### config.mk
export PLATFORM = sky130hd
export DESIGN_NAME = station_cmd_ctrl_flat
export DESIGN_NICKNAME = d
export VERILOG_FILES = /design/src/rtl/station_cmd_ctrl_if.sv /design/src/rtl/station_cmd_ctrl.sv /design/src/flat_wrapper.sv
export SDC_FILE = /design/constraint.sdc
export NUM_CORES = 1
export LEC_CHECK = 0
export BUFFER_PORTS_ARGS = -buffer_cell sky130_fd_sc_hd__buf_2
export CORE_UTILIZATION = 45
export CTS_BUF_LIST = sky130_fd_sc_hd__clkbuf_4
export CTS_CLUSTER_DIAMETER = 200
export CTS_CLUSTER_SIZE = 8
export DETAILED_ROUTE_END_ITERATION = 12
export PLACE_DENSITY = 0.68
export REMOVE_ABC_BUFFERS = 1
export SKIP_LAST_GASP = 1
export SYNTH_ARGS = -nofsm -noshare
export SYNTH_HDL_FRONTEND = slang
export SYNTH_SLANG_ARGS = --single-unit
### constraint.sdc
create_clock -name clk -period 1.65 [get_ports clk]
set_clock_uncertainty 0.05 [all_clocks]
set_input_delay 0 -clock clk [delete_from_list [all_inputs] [get_ports clk]]
set_output_delay 0 -clock clk [all_outputs]
set_load 0.05 [all_outputs]
### src/rtl/station_cmd_ctrl_if.sv
// Command and barcode-ID handshakes between the host/reader side (master)
// and the station sequencer (slave).
interface station_cmd_ctrl_if;
    logic [7:0] cmd;
    logic       cmd_rdy;
    logic       clr_cmd_rdy;
    logic [7:0] ID;
    logic       ID_vld;
    logic       clr_ID_vld;

    modport master (
        output cmd, cmd_rdy, ID, ID_vld,
        input  clr_cmd_rdy, clr_ID_vld
    );

    modport slave (
        input  cmd, cmd_rdy, ID, ID_vld,
        output clr_cmd_rdy, clr_ID_vld
    );
endinterface

### src/rtl/station_cmd_ctrl.sv
// Station sequencer: consumes host commands and barcode IDs, tracks the
// destination station, drives go while in transit and buzzes when obstructed.
module station_cmd_ctrl #(
    parameter int BUZZ_DIV = 12500,
    parameter int BUZZ_W   = 16
) (
    input  logic                      clk,
    input  logic                      rst_n,
    station_cmd_ctrl_if.slave         bus,
    input  logic                      OK2Move,
    output logic                      go,
    output logic                      in_transit,
    output logic                      buzz,
    output logic                      buzz_n
);

    typedef enum logic [0:0] {IDLE, MOVING} state_t;

    localparam logic [1:0]        OP_STOP   = 2'b00;
    localparam logic [1:0]        OP_GO     = 2'b01;
    localparam logic [BUZZ_W-1:0] BUZZ_LAST = BUZZ_W'(BUZZ_DIV - 1);

    state_t            state_reg, state_next;
    logic [5:0]        dest_reg, dest_next;
    logic              in_transit_reg, in_transit_next;
    logic [BUZZ_W-1:0] buzz_cnt_reg, buzz_cnt_next;
    logic              buzz_reg, buzz_next;
    logic              clr_cmd, clr_id;
    logic              obstructed;

    always_ff @(posedge clk or negedge rst_n) begin
        if (!rst_n) begin
            state_reg      <= IDLE;
            dest_reg       <= 6'h00;
            in_transit_reg <= 1'b0;
            buzz_cnt_reg   <= '0;
            buzz_reg       <= 1'b0;
        end else begin
            state_reg      <= state_next;
            dest_reg       <= dest_next;
            in_transit_reg <= in_transit_next;
            buzz_cnt_reg   <= buzz_cnt_next;
            buzz_reg       <= buzz_next;
        end
    end

    // Commands always win over IDs; a deferred ID is seen again next cycle.
    always_comb begin
        state_next      = state_reg;
        dest_next       = dest_reg;
        in_transit_next = in_transit_reg;
        clr_cmd         = 1'b0;
        clr_id          = 1'b0;
        case (state_reg)
            IDLE: begin
                if (bus.cmd_rdy) begin
                    clr_cmd = 1'b1;
                    if (bus.cmd[7:6] == OP_GO) begin
                        dest_next       = bus.cmd[5:0];
                        in_transit_next = 1'b1;
                        state_next      = MOVING;
                    end
                end else if (bus.ID_vld) begin
                    clr_id = 1'b1;
                end
            end
            MOVING: begin
                if (bus.cmd_rdy) begin
                    clr_cmd = 1'b1;
                    if (bus.cmd[7:6] == OP_GO) begin
                        dest_next = bus.cmd[5:0];
                    end else if (bus.cmd[7:6] == OP_STOP) begin
                        in_transit_next = 1'b0;
                        state_next      = IDLE;
                    end
                end else if (bus.ID_vld) begin
                    clr_id = 1'b1;
                    if ((bus.ID[7:6] == 2'b00) && (bus.ID[5:0] == dest_reg)) begin
                        in_transit_next = 1'b0;
                        state_next      = IDLE;
                    end
                end
            end
            default: state_next = IDLE;
        endcase
    end

    assign obstructed = in_transit_reg & ~OK2Move;

    always_comb begin
        buzz_cnt_next = '0;
        buzz_next     = 1'b0;
        if (obstructed) begin
            if (buzz_cnt_reg == BUZZ_LAST) begin
                buzz_cnt_next = '0;
                buzz_next     = ~buzz_reg;
            end else begin
                buzz_cnt_next = buzz_cnt_reg + 1'b1;
                buzz_next     = buzz_reg;
            end
        end
    end

    // Reset also masks the consume pulses so a held valid is not cleared early.
    assign bus.clr_cmd_rdy = clr_cmd & rst_n;
    assign bus.clr_ID_vld  = clr_id & rst_n;
    assign in_transit      = in_transit_reg;
    assign go              = in_transit_reg & OK2Move;
    assign buzz            = buzz_reg;
    assign buzz_n          = ~buzz_reg;

endmodule
### src/flat_wrapper.sv
// flat-port wrapper written by rule: the top's interface ports become plain ports
module station_cmd_ctrl_flat 
#(
    parameter int BUZZ_DIV = 12500,
    parameter int BUZZ_W   = 16
)
  (clk, rst_n, OK2Move, go, in_transit, buzz, buzz_n, bus_cmd, bus_cmd_rdy, bus_ID, bus_ID_vld, bus_clr_cmd_rdy, bus_clr_ID_vld);
  station_cmd_ctrl_if bus_i ();
  input  logic clk;
  input  logic rst_n;
  input  logic OK2Move;
  output logic go;
  output logic in_transit;
  output logic buzz;
  output logic buzz_n;
  input wire logic [$bits(bus_i.cmd)-1:0] bus_cmd;
  input wire logic [$bits(bus_i.cmd_rdy)-1:0] bus_cmd_rdy;
  input wire logic [$bits(bus_i.ID)-1:0] bus_ID;
  input wire logic [$bits(bus_i.ID_vld)-1:0] bus_ID_vld;
  output wire logic [$bits(bus_i.clr_cmd_rdy)-1:0] bus_clr_cmd_rdy;
  output wire logic [$bits(bus_i.clr_ID_vld)-1:0] bus_clr_ID_vld;
  assign bus_i.cmd = bus_cmd;
  assign bus_i.cmd_rdy = bus_cmd_rdy;
  assign bus_i.ID = bus_ID;
  assign bus_i.ID_vld = bus_ID_vld;
  assign bus_clr_cmd_rdy = bus_i.clr_cmd_rdy;
  assign bus_clr_ID_vld = bus_i.clr_ID_vld;
  station_cmd_ctrl #(.BUZZ_DIV(BUZZ_DIV), .BUZZ_W(BUZZ_W)) u_core (.clk(clk), .rst_n(rst_n), .bus(bus_i), .OK2Move(OK2Move), .go(go), .in_transit(in_transit), .buzz(buzz), .buzz_n(buzz_n));
endmodule
==> results.yml, run 1 <==
setup_path:
  cpPeakStageDelay_ns: 0.55
  critPathSlowestCell: "or4_4"
  crit_family: "simple AND/OR/NAND/NOR gates"
  cp-end-kind: "register"
  crit_buf_inv: 0
  critical_path_required_ns: 1.86
  critPathKind: "register to register"
  path_cells: "nand3_2 > or4_4 > or3_1 > a21oi_1"
  crit_arrival_ns: 1.86
  startpoint_type: "register"
  worstPathMaxFanout: 4
die:
  num_rows: 18
  core_region_area_um2: 2540
  initial_utilization: 0.490
  die_x_um: 54.7
  die_y_um: 54.7
  io_pins: 27
  dieArea_um2: 2990
placement:
  place_congestion: 0.824
  dpl.hpwl_um: 2190
  pre_cts_ws_ns: 0.00818
  portBuffers: 26
yosys:
  synth.distinct_cells: 26
  synth_xor_area_frac: 0.133
  yosys_warnings: 0
  ys_seq_area_frac: 0.502
  synth_simple_gate_area_frac: 0.246
  muxShareOfSynthArea: 0.0542
  synth_edf_count: 0
  synth_top_family_by_area: "simple AND/OR/NAND/NOR gates"
  syn_area_um2: 1250
  ys_seq_elements: 25
  synth_ff_type: "dfrtp_1"
  avgSynthCellArea_um2: 10.2
  synthCells: 122
  synth_compound_area_frac: 0.0371
  async_flop_share: 1.00
  yosys.area_share.adder: 0.0100
sta:
  maxSlewHeadroom: 0.738
  tightest_slew_ns: 0.391
  final-hold-violation-count: 0
  worst_slack_ns: 0.00262
  fin_crit_sh: 0.998
  fin_crit_ns: 1.65
  setup_viol: 0
  rsz0062_at_grt: "true"
  slew_viol_final: 0
  max_freq_ghz: 0.607
clocking:
  path_clk_slew_ns: 0.14
  cts-root-buf: "clkbuf_4"
  cts_tree: "built"
  htree_levels: 1
  numClockSinks: 25
  clock_latency_ns: 0.32
  clockBufferDepth: 2
  cts_buffers: 3
route:
  ant_nets: 0
  drc_errors: 0
  avgRoutedWirePerCell_um: 14.4
  drt_iter0_markers: 28
  wirelength_um: 3000
  vias: 1099
  vias_per_cell: 5.26
  drt-pass1-iter-count: 4
global_route:
  grt_max_degree: 16
  grt_overflow: 0
  grt_first_pass_wirelength_um: 4420
  track_usage: 0.211
  antenna_found_initial: 0
  grt_pass1_vias: 1028
job:
  drv_cap: 0
finish:
  regArea_um2: 626
  final_cell_mix: "buf_2 (26), dfrtp_1 (25), nor2_1 (18), buf_4 (16), xnor2_1 (14)"
  multiInputGateArea_um2: 641
  nets: 202
  antenna_cells: 0
  drive_gt1_frac: 0.352
  largest_register_ffs: 16
  post-route-util: 0.677
  layout_commonest_cell: "buf_2"
  fillers: 200
  area_growth_pct: 38.2
outcome:
  status: "finished, final reports clean"
min_path:
  worstHoldPathType: "input port to async pin"
power:
  peakVddDrop_v: 0.000505
  leakage_uw: 0.000738
  power_density_nw_per_um2: 686
## path summary, 6_finish.rpt
check	to	slack, ns	depth (start not counted)	from
max in group asynchronous	u_core.buzz_cnt_reg[4]	1.02	3	rst_n
min in group clk	u_core.state_reg	0.04	4	bus_cmd_rdy
hold reg to reg	u_core.dest_reg[5]	0.50	1	u_core.dest_reg[5]
hold / removal	u_core.buzz	0.03	2	rst_n
setup reg to reg	u_core.buzz_cnt_reg[15]	0.003	4	u_core.buzz_cnt_reg[5]
setup / recovery	u_core.buzz_cnt_reg[15]	0.003	4	u_core.buzz_cnt_reg[5]
## layer usage
| layer | share of wire | wire length [um] | vias to the layer above | global-route usage |
|---|---|---|---|---|
| met5 | 0 | 0 | - | 0 |
| met4 | 0.013 | 40 | 0 | 0.0641 |
| met3 | 0.024 | 73 | 6 | 0.0250 |
| met2 | 0.51 | 1540 | 21 | 0.365 |
| met1 | 0.45 | 1350 | 535 | 0.269 |
| li1 | - | - | 537 | - |
## area by class of cell
cell class | count | area share
clock buffer | 3 | 0.0131
multi-input combinational | 91 | 0.372
inverter | 5 | 0.0109
tap | 30 | 0.0218
timing repair buffer | 54 | 0.217
sequential | 25 | 0.363
clock inverter | 1 | 0.00290
## cell usage after synthesis, types with 4 or more instances
cell type	n	share of area
dfrtp_1	25	0.50
nor2_1	18	0.054
xnor2_1	14	0.098
nand2_1	8	0.024
mux2_2	6	0.054
nor4_1	6	0.030
inv_1	5	0.015
nor3_1	5	0.020
xor2_1	5	0.035
nand3_1	4	0.016
nand4_1	4	0.020
o21ai_0	4	0.016
## logic make-up after synthesis
| family | after synthesis |
|---|---|
| simple gates | 57 |
| mux | 6 |
| compound gates | 8 |
| xor+xnor | 19 |
| fa+ha+maj | 1 |
| flops | 25 |
| buf+inv | 6 |
## per-stage QoR
stage | TNS [ns] | cells | hold slack, ns | total power [uW] | cell area (um^2)
6_report | 0 | 209 | 0.0337 | 1180 | 1720
5_1_grt | -0.606 | 209 | 0.0384 | 1240 | 1720
4_1_cts | 0 | 206 | 0.0341 | 1180 | 1650
3_5_place_dp | 0 | 193 | -0.139 | 895 | 1530
3_3_place_gp | 0 | 193 | -0.144 | 884 | 1530
2_1_floorplan | -0.134 | 121 | -0.346 | 811 | 1240
## repair_timing
action	CTS	global route
pin swaps	1	7
resized for setup	0	10
hold buffers	9	0
cloned	0	0
buffers inserted	0	3
endpoints found under the setup margin	1	17
endpoints found under the hold margin	34	0
## power by group
group | switching, uW | total, uW | internal, uW
Combinational | 106 | 221 | 115
Clock | 182 | 272 | 90.6
Sequential | 36.2 | 691 | 654
Total | 324 | 1180 | 860
No activity file was read; power rests on OpenSTA's default activity.
==> run 2, diff against run 1 <==
==> constraint.sdc (replaced) <==
create_clock -name clk -period 1.65 [get_ports clk]
set_clock_uncertainty 0.05 [all_clocks]
set_input_delay 0.2475 -clock clk [delete_from_list [all_inputs] [get_ports clk]]
set_output_delay 0.2475 -clock clk [all_outputs]
set_load 0.05 [all_outputs]
==> run 2 against run 1 <==
First-iteration DRC count decreased by 25%. Via count decreased by 1.3%. Sequential power decreased by 0.6%. Setup slack got worse by 0.0012 ns. Final cell count decreased by 0.96%. Maximum frequency about the same. Worst hold slack improved by 0.0053 ns. Critical endpoint unchanged.
==> results.yml, run 2 (synthesis gave the netlist of run 1 again) <==
route:
  wirelength_um: 2740
  wl_met1_um: 1260
  drt-pass1-iter-count: 4
  top_layer: "met4"
  routed-wl-met3_um: 85
  avgRoutedWirePerCell_um: 13.3
  vias_per_cell: 5.24
  drt_iter0_markers: 21
  ant_nets: 0
  drc_errors: 0
  vias: 1085
  wl_met2_um: 1390
setup_path:
  critical_path_required_ns: 1.84
  startpoint_type: "register"
  path_cells: "nand3_2 > or4_4 > or3_1 > a21oi_1"
  critPathSlowestCell: "or4_4"
  cpPeakStageDelay_ns: 0.55
  cp-end-kind: "register"
  worstPathMaxFanout: 4
  crit_family: "simple AND/OR/NAND/NOR gates"
  crit_buf_inv: 0
  r2r_slack_ns: 0.001
  critPathKind: "register to register"
  crit_arrival_ns: 1.83
placement:
  dpl.hpwl_um: 2030
  portBuffers: 26
  place_congestion: 0.829
global_route:
  track_usage: 0.200
  antenna_found_initial: 0
  grt_first_pass_wirelength_um: 4220
  grt_overflow: 0
  grt_pass1_vias: 1056
  grt_max_degree: 14
die:
  dieArea_um2: 2990
  die_y_um: 54.7
  initial_utilization: 0.490
  die_x_um: 54.7
  num_rows: 18
  io_pins: 27
  core_region_area_um2: 2540
clocking:
  cts_tree: "built"
  clockBufferDepth: 2
  cts-root-buf: "clkbuf_4"
  numClockSinks: 25
  htree_levels: 1
  path_clk_slew_ns: 0.14
  cts_buffers: 3
  clock_latency_ns: 0.32
finish:
  layout_commonest_cell: "buf_2"
  area_growth_pct: 34.1
  drive_gt1_frac: 0.373
  nets: 200
  largest_register_ffs: 16
  antenna_cells: 0
  fillers: 211
  final_cell_mix: "buf_2 (26), dfrtp_1 (25), buf_4 (23), nor2_1 (18), xnor2_1 (14)"
sta:
  final-hold-violation-count: 0
  max_freq_ghz: 0.607
  fin_crit_ns: 1.65
  tightest_slew_ns: 0.429
  setup_tns_ns: 0
  maxSlewHeadroom: 0.713
  setup_viol: 0
  hold_slack_ns: 0.0390
  slew_viol_final: 0
  rsz0062_at_grt: "true"
  fin_crit_sh: 0.999
power:
  power_frac_seq: 0.576
  p_clk_frac: 0.242
  p_total_uw: 1190
  switching_share: 0.265
  power_density_nw_per_um2: 713
  combinationalPowerShare: 0.182
  p_sw_uw: 316
  intPower_uw: 876
  leakage_uw: 0.000737
  peakVddDrop_v: 0.000548
min_path:
  worstHoldPathType: "input port to register"
job:
  drv_cap: 0
outcome:
  status: "finished, final reports clean"
-- run 2: metal layers --
metal,global-route usage,up-vias
met4,0.0897,0
met5,0,-
met3,0.0250,2
met2,0.333,23
met1,0.256,526
li1,-,534
-- run 2: worst register-to-register path, delay by kind of cell (launching register included) --
kind	cells	cell delay [ns]
simple gates	3	0.98
compound gates	1	0.13
flops	1	0.41
-- run 2: power groups by stage --
stage	Clock, uW	Sequential (uW)	Combinational, uW
global route	327	693	239
finish	288	687	218
global placement	0	698	187
detailed placement	0	700	196
floorplan	0	703	108
CTS	295	687	211
-- run 2: final cells by class --
type / instances / area [um^2] / share of cell area
tap: 30 / 37.5 / 0.0224
multi-input combinational: 91 / 626 / 0.374
sequential: 25 / 626 / 0.374
clock buffer: 4 / 30.0 / 0.0180
inverter: 5 / 18.8 / 0.0112
timing repair buffer: 52 / 335 / 0.200
-- run 2: path summary, 6_finish.rpt --
path                                   startpoint                 endpoint  cells after the start
hold / removal                            OK2Move              u_core.buzz                      2
min in group asynchronous                   rst_n       u_core.dest_reg[1]                      2
hold reg to reg                u_core.dest_reg[3]       u_core.dest_reg[3]                      1
setup / recovery           u_core.buzz_cnt_reg[1]  u_core.buzz_cnt_reg[15]                      4
setup reg to reg           u_core.buzz_cnt_reg[1]  u_core.buzz_cnt_reg[15]                      4
max in group asynchronous                   rst_n   u_core.buzz_cnt_reg[2]                      3
-- run 2: repair_timing --
action                                  4_1_cts  5_1_grt
setup buffers                                 6        2
resized for setup                             1        5
endpoints found under the hold margin        25        0
endpoints found under the setup margin        1       16
hold buffers                                  1        0
pin swaps                                     3        5
-- run 2: stage by stage --
step           utilization  cell area (um^2)  worst slack, ns  instances
2_1_floorplan            -              1240          -0.0657        121
5_1_grt              0.657              1670          -0.0743        207
3_3_place_gp         0.605              1540          0.00773        194
4_1_cts              0.640              1630          0.00506        205
6_report             0.657              1670          0.00141        207
3_5_place_dp         0.605              1540          0.00545        194
